===== config.mk =====
export PLATFORM = sky130hd
export DESIGN_NAME = if_stage
export DESIGN_NICKNAME = d
export VERILOG_FILES = /design/src/rtl/if_stage_pkg.sv /design/src/rtl/if_stage_pc_next_sel.sv /design/src/rtl/if_stage.sv
export SDC_FILE = /design/constraint.sdc
export NUM_CORES = 1
export LEC_CHECK = 0
export ABC_AREA = 1
export CAP_MARGIN = 20
export CORE_ASPECT_RATIO = 1.2
export CORE_UTILIZATION = 50
export CTS_BUF_LIST = sky130_fd_sc_hd__clkbuf_2
export DETAILED_ROUTE_END_ITERATION = 10
export GPL_ROUTABILITY_DRIVEN = 0
export PLACE_DENSITY = 0.8
export SLEW_MARGIN = 20
export SYNTH_ARGS = -nofsm -noshare
export SYNTH_HDL_FRONTEND = slang
export SYNTH_SLANG_ARGS = --single-unit

===== constraint.sdc =====
create_clock -name clk -period 19.05 [get_ports clk]
set_clock_uncertainty 0.1 [all_clocks]
set_input_delay 1.905 -clock clk [delete_from_list [all_inputs] [get_ports clk]]
set_output_delay 1.905 -clock clk [all_outputs]
set_load 0.01 [all_outputs]

===== src/rtl/if_stage_pkg.sv =====
// Shared definitions for the instruction-fetch slice: bus widths, constants
// and fetch-state encodings.
package if_stage_pkg;

  localparam int unsigned AddrBus = 32;
  localparam int unsigned DataBus = 32;

  localparam logic True  = 1'b1;
  localparam logic False = 1'b0;

  localparam logic [DataBus-1:0] ZeroWord = '0;
  localparam logic [AddrBus-1:0] RESET_PC = 32'hBFC0_0000;

  typedef enum logic [1:0] {
    FETCH = 2'd0,
    HOLD  = 2'd1,
    DRAIN = 2'd2
  } fetch_state_e;

endpackage


===== src/rtl/if_stage_pc_next_sel.sv =====
// Next-PC mux for the fetch stage: flush > pending branch > fresh branch > +4.
module pc_next_sel
  import if_stage_pkg::*;
(
  input  logic               flush_i,
  input  logic [AddrBus-1:0] flush_pc_i,
  input  logic               br_pend_i,
  input  logic [AddrBus-1:0] br_tgt_i,
  input  logic               br_flag_i,
  input  logic [AddrBus-1:0] br_target_i,
  input  logic [AddrBus-1:0] pc_i,
  output logic [AddrBus-1:0] next_pc_o
);

  always_comb begin
    next_pc_o = pc_i + 32'd4;
    if (flush_i)
      next_pc_o = flush_pc_i;
    else if (br_pend_i)
      next_pc_o = br_tgt_i;
    else if (br_flag_i)
      next_pc_o = br_target_i;
  end

endmodule


===== src/rtl/if_stage.sv =====
// Instruction-fetch stage: owns the PC, issues one bus request at a time and
// feeds decode through a registered {pc, inst, valid, adel} entry.
module if_stage
  import if_stage_pkg::*;
#(
  parameter logic [AddrBus-1:0] RESET_PC = if_stage_pkg::RESET_PC,
  parameter logic [DataBus-1:0] NOP_INST = 32'h0000_0000
) (
  input  logic               clk,
  input  logic               rst,
  input  logic               stall,
  input  logic               br_flag,
  input  logic [AddrBus-1:0] br_target,
  input  logic               flush,
  input  logic [AddrBus-1:0] flush_pc,
  output logic               ibus_en,
  output logic [AddrBus-1:0] ibus_addr,
  input  logic               ibus_ack,
  input  logic [DataBus-1:0] ibus_rdata,
  output logic [AddrBus-1:0] id_pc,
  output logic [DataBus-1:0] id_inst,
  output logic               id_valid,
  output logic               id_adel
);

  fetch_state_e       state_q;
  logic [AddrBus-1:0] fetch_pc_q, br_tgt_q, restart_q, hold_pc_q, id_pc_q;
  logic [DataBus-1:0] hold_inst_q, id_inst_q;
  logic               br_pend_q, hold_adel_q, id_valid_q, id_adel_q;

  logic [AddrBus-1:0] next_pc_d;
  logic               misaligned, req_out, complete, consume;
  logic [DataBus-1:0] cmp_inst;

  pc_next_sel u_pc_next_sel (
    .flush_i     (flush),
    .flush_pc_i  (flush_pc),
    .br_pend_i   (br_pend_q),
    .br_tgt_i    (br_tgt_q),
    .br_flag_i   (br_flag),
    .br_target_i (br_target),
    .pc_i        (fetch_pc_q),
    .next_pc_o   (next_pc_d)
  );

  always_comb begin
    misaligned = (fetch_pc_q[1:0] != 2'b00);
    req_out    = ((state_q == FETCH) && !misaligned) || (state_q == DRAIN);
    complete   = (state_q == FETCH) && (misaligned || ibus_ack);
    cmp_inst   = misaligned ? NOP_INST : ibus_rdata;
    consume    = !stall && (complete || (state_q == HOLD));
  end

  assign ibus_en   = req_out && !rst;
  assign ibus_addr = fetch_pc_q;
  assign id_pc     = id_pc_q;
  assign id_inst   = id_inst_q;
  assign id_valid  = id_valid_q;
  assign id_adel   = id_adel_q;

  always_ff @(posedge clk or posedge rst) begin
    if (rst) begin
      state_q     <= FETCH;
      fetch_pc_q  <= RESET_PC;
      br_pend_q   <= False;
      br_tgt_q    <= '0;
      restart_q   <= '0;
      hold_pc_q   <= '0;
      hold_inst_q <= NOP_INST;
      hold_adel_q <= False;
      id_pc_q     <= ZeroWord;
      id_inst_q   <= NOP_INST;
      id_valid_q  <= False;
      id_adel_q   <= False;
    end else if (flush) begin
      id_valid_q  <= False;
      br_pend_q   <= False;
      hold_adel_q <= False;
      // An issued request cannot be withdrawn; remember the restart address.
      if (req_out && !ibus_ack) begin
        state_q   <= DRAIN;
        restart_q <= flush_pc;
      end else begin
        state_q    <= FETCH;
        fetch_pc_q <= next_pc_d;
      end
    end else begin
      unique case (state_q)
        FETCH: begin
          if (complete) begin
            if (!stall) begin
              id_pc_q    <= fetch_pc_q;
              id_inst_q  <= cmp_inst;
              id_adel_q  <= misaligned;
              id_valid_q <= True;
              fetch_pc_q <= next_pc_d;
            end else begin
              hold_pc_q   <= fetch_pc_q;
              hold_inst_q <= cmp_inst;
              hold_adel_q <= misaligned;
              state_q     <= HOLD;
            end
          end else if (!stall) begin
            id_valid_q <= False;
          end
        end
        HOLD: begin
          if (!stall) begin
            id_pc_q    <= hold_pc_q;
            id_inst_q  <= hold_inst_q;
            id_adel_q  <= hold_adel_q;
            id_valid_q <= True;
            fetch_pc_q <= next_pc_d;
            state_q    <= FETCH;
          end
        end
        DRAIN: begin
          id_valid_q <= False;
          if (ibus_ack) begin
            fetch_pc_q <= restart_q;
            state_q    <= FETCH;
          end
        end
        default: state_q <= FETCH;
      endcase

      // A pending redirect is consumed by next_pc; a new br_flag that loses
      // to it stays recorded for the following fetch.
      if (consume)
        br_pend_q <= br_pend_q && br_flag;
      else if (br_flag)
        br_pend_q <= True;
      if (br_flag)
        br_tgt_q <= br_target;
    end
  end

endmodule


==> metrics, run 1 <==
register area share after synthesis=0.4946; minimum clock period=5126 ps; pwr/cell area=151.8 mW/mm2; first-pass GRT wire length=around 50000 um; most frequent cells in the layout=nand2_1, dfrtp_1, clkdlybuf4s50_1; Hold Crit Endpoint=hold_inst_q[27]$_DFFE_PP0P_; maxcap violations=0; antenna-violating nets left=0; CP Data Arrival Time=3120 ps; Worst-Margin Slew=about 1100 ps; most common cell after layout, fill and taps aside=nand2_1; die height=about 170 um; Rows=60; initial antenna violation count=1; Reg2Reg Depth=11; cell taking the most area after synthesis=dfrtp_1; multi-input logic area=0.004942 mm2; vias in the first global route=around 10k; Min-Delay Startpoint=hold_inst_q[27]$_DFFE_PP0P_; relative max-transition margin=0.2669; Req. time, crit path=17040 ps; Final Net Count=1850; CTS tree=yes; Initial Utilization=0.5142; Post-synth EDFFs=0; FILL cells=2038; top cell type's share of synthesized area=0.4744; CTS sink cnt=230; largest net degree at the start of global routing=151; RSZ-0062 raised after global routing=no; share of layout cells above drive strength 1=0.07930; CP Buf/Inv Count=2; cells along the critical path=clkdlybuf4s50_1 > nor2_1 > clkdlybuf4s50_1; final hold viol count=0; Pwr Total=2.155 mW; CP Class=input port to output port; Post-Syn Area=roughly 0.012 mm2; count of unique library cells instantiated by Yosys=40; DRT Pass-1 Iters=6; status=finished, final reports clean; Post-Layout Cell Count=between 2k and 2.5k; predominant post-synthesis flop cell=dfrtp_1; Peak supply drop=about 0.066 mV; Syn. warnings=0; Seq cells post-synth=230; Critical Path Slowest Stage Cell=clkdlybuf4s50_1; gr ovfl total=0; design area=0.01419 mm2; Top delay family on crit path=buffers and inverters; most used cell, CP=clkdlybuf4s50_1; Syn-to-layout area delta=21.73%; Mapped Cells=1563; clock-pin slew on the worst setup and hold paths=roughly 90 ps; Final TNS setup=0 ps; r2r endpoint=hold_pc_q[5]$_DFFE_PP0P_; die area=0.02393 mm2; R2R setup slack=15990 ps; CP peak stage delay=~540 ps; Iteration-0 DRC Markers=828; fmax=approximately 200 MHz; CTS Buf Count=54; syn nets=1669; critical path capture point type=output port; Placement Cell Area=0.01369 mm2; DRC viols=0; IO Port Bufs=200; Hold Path Depth=2; Final period util=0.2691; CTS root buf=clkbuf_2; die width=141.4 um; post-cts resize count=0; post-CTS setup repair buffer count=0; placed insts=1998; top cells by area, synth=dfrtp_1, nand2_1, nor2_1; Global Route Usage Sum=0.2594; worst hold path type=flip-flop to flip-flop; CORE AREA=0.02267 mm2; hpwl dp=20420 um; origin of the critical flop-to-flop path=ibus_addr[1]$_DFFE_PP0P_; Post-CTS Hold Buffers=0; Final Max Tran Viols=0; Top Ports=201; Startpoint Class=input port; Routed WL=30560 um; routed length per instance=14.63 um; Mapped Avg Cell Area=around 7.5 um2; vias=10.88k; pre-CTS setup slack=13940 ps; htree depth=2; Lkg Pwr=between 6 and 7 nW; Synth async-reset ratio=1.000; vias per cell=5.206; final setup violating endpoints=0; CTS Buffer Depth=3; clock latency reported for the late side of the worst-skew pair=860 ps; Final Worst Setup Slack=between 10000 and 15000 ps; storage element area=0.005767 mm2; CP Max Fanout=2
==> registers in the layout (all words and copies together) (netlist names) <==
signal / count
state_q: 2
restart_q: 32
hold_adel_q: 1
id_pc: 32
id_valid: 1
hold_pc_q: 32
id_adel: 1
hold_inst_q: 32
br_pend_q: 1
ibus_addr: 32
id_inst: 32
br_tgt_q: 32
==> synthesized netlist by cell type (3+ instances only) <==
master,number
dfrtp_1,221
o21ai_0,49
buf_6,9
inv_1,119
a21oi_1,29
nand2_1,645
xnor2_1,3
inv_2,10
buf_2,31
nor2_2,3
nand2_2,3
mux2_2,4
o211ai_1,7
nand4_1,3
nor2_1,164
xor2_1,5
nor2_4,7
buf_4,10
o22ai_1,32
o21ai_1,27
ha_1,4
nand3_1,49
dfstp_2,9
clkbuf_1,34
a31oi_1,68
==> kinds of logic (layout without fill, tap and decap cells) <==
logic type / count (synthesis) / in the layout / synth area share
AND/OR/NAND/NOR: 881 / 881 / 0.2990
flip-flops: 230 / 230 / 0.4946
AO/OA/AOI/OAI: 220 / 220 / 0.1103
buffers and inverters: 216 / 431 / 0.08188
XOR/XNOR: 8 / 8 / 0.006010
adder cells (fa/ha/maj): 4 / 4 / 0.004293
multiplexers: 4 / 4 / 0.003863
other: 0 / 1 / 0
==> worst reg2reg max path, stage by stage, from the launching register on <==
cell     delay, ps
dfrtp_1        480
inv_2           90
nand2_4        330
inv_2          120
a21oi_2        190
inv_2           80
nor2_4          80
buf_4          390
inv_2          420
buf_4          420
nand2_1        160
o21ai_1         70
==> worst max path at each step <==
stage	cells past startpoint	slack [ps]	startpoint	to
after detailed placement	3	13940	rst	ibus_en
after global placement	3	13940	rst	ibus_en
after global routing	3	13890	rst	ibus_en
after floorplan	1	10760	rst	br_pend_q$_DFFE_PP0P_
final	3	13920	rst	ibus_en
after CTS	3	13930	rst	ibus_en
==> routing by layer <==
| layer | GRT usage | part of all wire | up-vias |
|---|---|---|---|
| met5 | 0 | 0 | - |
| met1 | 0.3574 | 0.43 | 5000 |
| met3 | 0.04007 | 0.076 | 78 |
| met4 | 0.1159 | 0.035 | 0 |
| met2 | 0.4059 | 0.46 | 477 |
| li1 | - | - | 5320 |
==> final cells by class <==
type | count | share of cell area
clock inverters | 15 | 0.008023
inverters | 130 | 0.03544
repair buffers | 211 | 0.1480
diodes | 1 | 0.0001763
flip-flops and latches | 230 | 0.4063
multi-input cells | 1117 | 0.3482
well taps | 310 | 0.02733
clock buffers | 75 | 0.02645
==> per-stage QoR <==
step | hold WS (ps) | util
after floorplan | 341.7 | -
after CTS | 381.1 | 0.6255
after global routing | 397.5 | 0.6260
final | 378.9 | 0.6260
after global placement | 352.7 | 0.6030
after detailed placement | 358.6 | 0.6039
==> power by group <==
group          internal [mW]  leakage (nW)  switching, mW
clock                  0.132         0.370          0.195
sequential             0.709          2.81          0.175
combinational          0.405          3.71          0.538
total                   1.25          6.89          0.908
Note: power is estimated with default switching activity, not from simulation.
==> inputs of run 2 (changes only) <==
--- a/config.mk
+++ b/config.mk
@@ -12,7 +12,7 @@
 export CTS_BUF_LIST = sky130_fd_sc_hd__clkbuf_2
 export DETAILED_ROUTE_END_ITERATION = 10
 export GPL_ROUTABILITY_DRIVEN = 0
-export PLACE_DENSITY = 0.8
+export PLACE_DENSITY = 0.83
 export SLEW_MARGIN = 20
 export SYNTH_ARGS = -nofsm -noshare
 export SYNTH_HDL_FRONTEND = slang
==> constraint.sdc (replaced) <==
create_clock -name clk -period 4.3 [get_ports clk]
set_clock_uncertainty 0.1 [all_clocks]
set_input_delay 0.43 -clock clk [delete_from_list [all_inputs] [get_ports clk]]
set_output_delay 0.43 -clock clk [all_outputs]
set_load 0.01 [all_outputs]
==> run 2 against run 1 <==
Combinational power increased to 4.4 times the previous value. Final area increased by 0.46%. Power increased to 4.4 times the previous value. Sequential share of layout area decreased by 0.19 points. Wire length increased by 0.35%. Via count increased by 0.59%. Die area unchanged. Critical path type is now flip-flop to output port. Critical endpoint unchanged. Largest power group unchanged.
==> metrics, run 2 (same netlist as run 1, synthesis figures left out) <==
final hold viol count=0 (unchanged); clock latency reported for the late side of the worst-skew pair=840 ps (-20 ps); met2 global-route usage=0.4173 (+0.01141); Peak supply drop=0.3048 mV (+360%); fmax=320.1 MHz; r2r endpoint=restart_q[29]$_DFFE_PP0P_; CP Max Fanout=34 (+32); vias=10.94k (+0.59%); Iteration-0 DRC Markers=839 (+1.3%); die area=0.02393 mm2 (unchanged); first-pass GRT wire length=50710 um (+0.80%); htree depth=2 (unchanged); critical path capture point type=output port; GRT met3 Usage=0.04204 (+0.001975); hpwl dp=20860 um (+2.1%); post-cts resize count=0 (unchanged); CTS tree=yes; Final Net Count=1854 (+0.22%); Final Max Tran Viols=0 (unchanged); Clk pwr share=0.152 (about the same); share of layout cells above drive strength 1=0.08771 (+0.008407); RSZ-0062 raised after global routing=no; Comb power frac=0.437 (about the same); routed length per instance=14.60 um (-0.23%); CTS root buf=clkbuf_2; DRT Pass-1 Iters=8 (+2); status=finished, final reports clean; Lkg Pwr=6.944 nW (+0.77%); relative max-transition margin=0.3204 (+0.05350); DRC viols=0 (unchanged); final setup violating endpoints=0 (unchanged); Top Ports=201 (unchanged); origin of the critical flop-to-flop path=ibus_addr[1]$_DFFE_PP0P_; design area=0.01426 mm2 (+0.46%); most common cell after layout, fill and taps aside=nand2_1; die height=169.3 um (unchanged); crit path launch=ibus_addr[1]$_DFFE_PP0P_; Routed WL=30670 um (+0.35%); FILL cells=1982 (-2.7%); CTS sink cnt=230 (unchanged); layer with the highest usage=met2; switching power=4.016 mW (+340%); vias per cell=5.207 (about the same); CTS Buffer Depth=3 (unchanged); IO Port Bufs=200 (unchanged); maxcap violations=0 (unchanged); placed insts=2002 (+0.20%); most frequent cells in the layout=nand2_1, dfrtp_1, clkdlybuf4s50_1; Reg2Reg Depth=8 (-3); Worst-Margin Slew=1018 ps (-78.71 ps); minimum clock period=3124 ps; initial antenna violation count=1 (unchanged); Global Route Usage Sum=0.2626 (+0.003266); worst setup path end=ibus_en; M1 GR Usage=0.3512 (-0.006121); gr ovfl total=0 (unchanged); CTS Buf Count=54 (unchanged); Final TNS setup=0 ps (unchanged); R2R setup slack=1660 ps (-14330 ps); vias in the first global route=10.24k (+0.40%); antenna-violating nets left=0 (unchanged); Startpoint Class=flip-flop; Req. time, crit path=3770 ps (-13270 ps); Syn-to-layout area delta=22.29%; Sw Share=0.4192 (-0.002088); Rows=60 (unchanged); worst hold path type=input port to asynchronous set/reset pin; post-CTS setup repair buffer count=0 (unchanged); sequential power share=0.411 (about the same); CP Data Arrival Time=2590 ps (-530 ps); Placement Cell Area=0.01374 mm2 (+0.37%); Final Core Density=0.6289 (+0.002870); die width=141.4 um (unchanged); internal power=5.565 mW (+350%); clock-pin slew on the worst setup and hold paths=120 ps (+30 ps); Final period util=0.7264; CORE AREA=0.02267 mm2 (unchanged); Initial Utilization=0.5142 (unchanged); Post-Layout Cell Count=2101 (+0.57%); CP Class=flip-flop to output port; largest net degree at the start of global routing=132 (-13%); Post-CTS Hold Buffers=0 (unchanged); pwr/cell area=672.0 mW/mm2 (+340%)
run 2: layout make-up:
type / count / area [um2] / area share
diodes: 1 / 2.502 / 0.0001755
clock buffers: 92 / 460.4 / 0.03229
clock inverters: 6 / 48.80 / 0.003423
inverters: 130 / 496.7 / 0.03484
multi-input cells: 1117 / 4942 / 0.3466
flip-flops and latches: 230 / 5767 / 0.4045
well taps: 310 / 387.9 / 0.02720
repair buffers: 215 / 2152 / 0.1509
run 2: power by group through the flow:
stage	clock network (mW)	registers (mW)	logic (mW)
2_1_floorplan	0	3.97	2.38
3_3_place_gp	0	3.92	4.06
3_5_place_dp	0	3.96	4.17
4_1_cts	1.49	3.92	4.19
5_1_grt	1.60	4.06	4.67
6_report	1.46	3.94	4.19
run 2: stage by stage:
| stage | worst slack [ps] | total power, mW | hold slack, ps |
|---|---|---|---|
| floorplan | 769.4 | 6.344 | 341.7 |
| global placement | 1220 | 7.978 | 353.0 |
| detailed placement | 1141 | 8.138 | 357.8 |
| CTS | 1128 | 9.605 | 16.33 |
| global route | 982.0 | 10.32 | 42.60 |
| finish | 1176 | 9.581 | 37.91 |
run 2: per-layer routing:
| metal | wire length (um) | vias to the layer above |
|---|---|---|
| met4 | 1333 | 0 |
| met2 | 14270 | 497 |
| met1 | 12640 | 5002 |
| met5 | 0 | - |
| met3 | 2430 | 95 |
| li1 | - | 5345 |
run 2: worst max-delay path, stage by stage, from the launching register on:
cell and delay [ps]:
dfrtp_1 450, inv_2 120, nand2_4 240, o21ai_4 270, inv_1 60, nor2_1 80
clkdlybuf4s50_1 530
run 2: how the worst min path moves through the flow:
stage,endpoint,slack (ps)
2_1_floorplan,hold_inst_q[0]$_DFFE_PP0P_,340
3_3_place_gp,hold_inst_q[15]$_DFFE_PP0P_,350
3_5_place_dp,hold_inst_q[6]$_DFFE_PP0P_,360
4_1_cts,restart_q[7]$_DFFE_PP0P_,20
5_1_grt,restart_q[20]$_DFFE_PP0P_,40
6_report,br_tgt_q[0]$_DFFE_PP0P_,40
==> inputs of run 3 (changes only) <==
==> constraint.sdc (replaced) <==
create_clock -name clk -period 2.7 [get_ports clk]
set_clock_uncertainty 0.1 [all_clocks]
set_input_delay 0.27 -clock clk [delete_from_list [all_inputs] [get_ports clk]]
set_output_delay 0.27 -clock clk [all_outputs]
set_load 0.01 [all_outputs]
==> run 3 against run 2 <==
Via count increased by 5.5%. Clock power increased by 49%. Worst hold slack improved by 39 ps. Register-to-register slack lost 1200 ps. Sequential share of layout area fell by 2.8 points. Final cell count is 4.7% higher. Critical endpoint unchanged. Largest power group unchanged.
==> metrics, run 3 (same netlist as run 1, synthesis figures left out) <==
Critical Path Slowest Stage Cell=dfrtp_1; CP peak stage delay=410 ps (-120 ps); minimum clock period=2514 ps; most common cell after layout, fill and taps aside=nand2_1; fmax=397.8 MHz; RSZ-0062 raised after global routing=no; initial antenna violation count=1 (unchanged); Peak supply drop=0.4570 mV (+50%); clock-pin slew on the worst setup and hold paths=90 ps (-30 ps); Req. time, crit path=2330 ps (-1440 ps); Final Net Count=1958 (+5.6%); CTS sink cnt=230 (unchanged); first-pass GRT wire length=52630 um (+3.8%); cells along the critical path=inv_2 > ha_4 > inv_2 > o21ai_4 > inv_1 > nor2_1 > clkbuf_2; vias in the first global route=10.75k (+4.9%); FILL cells=1793 (-9.5%); CP Data Arrival Time=2140 ps (-450 ps); share of layout cells above drive strength 1=0.08633 (-0.001375); htree depth=2 (unchanged); CTS tree=yes; worst hold path type=input port to flip-flop; CP Buf/Inv Count=4 (+1); multi-input logic area=0.004955 mm2 (+0.25%); met2 global-route usage=0.4591 (+0.04176); relative max-transition margin=0.5004 (+0.1800); vias=11.54k (+5.5%); gr ovfl total=0 (unchanged); M1 GR Usage=0.3522 (+0.0009381); most used cell, CP=inv_2; CTS Buffer Depth=3 (unchanged); die width=141.4 um (unchanged); Initial Utilization=0.5142 (unchanged); DRT Pass-1 Iters=7 (-1); CTS Buf Count=56 (+3.7%); post-CTS setup repair buffer count=0 (unchanged); final hold viol count=0 (unchanged); die height=169.3 um (unchanged); DRC viols=0 (unchanged); storage element area=0.005767 mm2 (unchanged); CORE AREA=0.02267 mm2 (unchanged); final setup violating endpoints=0 (unchanged); Top delay family on crit path=flip-flops; antenna-violating nets left=0 (unchanged); Final period util=0.9311; Startpoint Class=flip-flop; layer with the highest usage=met2; vias per cell=5.248 (+0.79%); pre-CTS setup slack=239.4 ps (-902.0 ps); die area=0.02393 mm2 (unchanged); Iteration-0 DRC Markers=793 (-5.5%); Lkg Pwr=7.380 nW (+6.3%); Syn-to-layout area delta=31.24%; Routed WL=33030 um (+7.7%); hpwl dp=21260 um (+1.9%); largest net degree at the start of global routing=63 (-52%); maxcap violations=0 (unchanged); CP Class=flip-flop to output port; Final Max Tran Viols=0 (unchanged); IO Port Bufs=200 (unchanged); Top Ports=201 (unchanged); critical path capture point type=output port; routed length per instance=15.02 um (+2.9%); most frequent cells in the layout=nand2_1, dfrtp_1, clkdlybuf4s50_1; GRT met3 Usage=0.03866 (-0.003386); Hold WS=77.16 ps (+39.25 ps); CTS root buf=clkbuf_2; clock latency reported for the late side of the worst-skew pair=840 ps (about the same); status=finished, final reports clean; Rows=60 (unchanged); Global Route Usage Sum=0.2748 (+0.01216); pwr/cell area=1005 mW/mm2 (+50%); Worst-Margin Slew=749.4 ps (-268.9 ps); CP Max Fanout=5 (-85%); Final Worst Setup Slack=186.2 ps (-990.2 ps)
## run 3: cell count changes in the layout (fill, tap and decap cells not counted), sizes merged, moves of 2 or more
cell	previous run	this run
dlygate4sd3	0	94
inv	128	130
buf	15	23
clkinv	6	9
clkbuf	92	85
## run 3: area by class of cell
type | instances | share of cell area
well taps | 310 | 0.02535
clock inverters | 10 | 0.002535
diodes | 1 | 0.0001635
multi-input cells | 1117 | 0.3238
clock buffers | 84 | 0.02748
flip-flops and latches | 230 | 0.3769
inverters | 130 | 0.03230
repair buffers | 317 | 0.2115
## run 3: timing repair
action / CTS / global route
endpoints found under the setup margin: 1 / 1
hold buffers: 94 / 0
resized for setup: 5 / 2
pin swaps: 0 / 0
hold endpoints to repair: 136 / 0
## run 3: routing by layer
layer  share of wire  wire (um)  up-vias
met1            0.42      13870     5346
met4           0.038       1240        0
met5               0          0        -
li1                -          -     5556
met2            0.48      15880      550
met3           0.062       2041       88
## run 3: worst reg2reg max path, stage by stage, from the launching register on
cell     delay (ps)
dfrtp_1         390
inv_2            80
ha_4            180
inv_2           110
a21oi_2          60
inv_2            90
nor2_4           40
inv_2           530
buf_12          340
nand2_1         100
o21ai_1          90
## run 3: power by group
group	leakage, nW	total [mW]	internal (mW)	switching, mW
logic	4.20	6.93	3.06	3.86
clock network	0.372	2.17	0.814	1.36
registers	2.81	6.28	5.01	1.27
total	7.38	15.4	8.88	6.50
## run 3: path summary, 6_finish.rpt
path | endpoint | slack, ps | depth (start not counted) | startpoint
setup / recovery | ibus_en | 190 | 7 | state_q[0]$_DFFE_PP0P_
hold / removal | id_inst[0]$_DFFE_PP0P_ | 80 | 5 | ibus_rdata[0]
setup reg to reg | hold_pc_q[21]$_DFFE_PP0P_ | 440 | 10 | state_q[0]$_DFFE_PP0P_
hold reg to reg | id_inst[14]$_DFFE_PP0P_ | 360 | 2 | hold_inst_q[14]$_DFFE_PP0P_
max in group asynchronous | hold_inst_q[2]$_DFFE_PP0P_ | 1380 | 4 | rst
min in group asynchronous | id_valid$_DFFE_PP0P_ | 330 | 3 | rst
## run 3: per-stage QoR
step / utilization / instances / TNS [ps] / power [mW] / cell area (um2)
floorplan: - / 1563 / -148200 / 10.10 / 11660
detailed placement: 0.6127 / 2010 / 0 / 13.03 / 13890
global route: 0.6749 / 2199 / 0 / 16.53 / 15300
finish: 0.6749 / 2199 / 0 / 15.38 / 15300
global placement: 0.6127 / 2010 / 0 / 12.78 / 13890
CTS: 0.6749 / 2198 / 0 / 15.34 / 15300
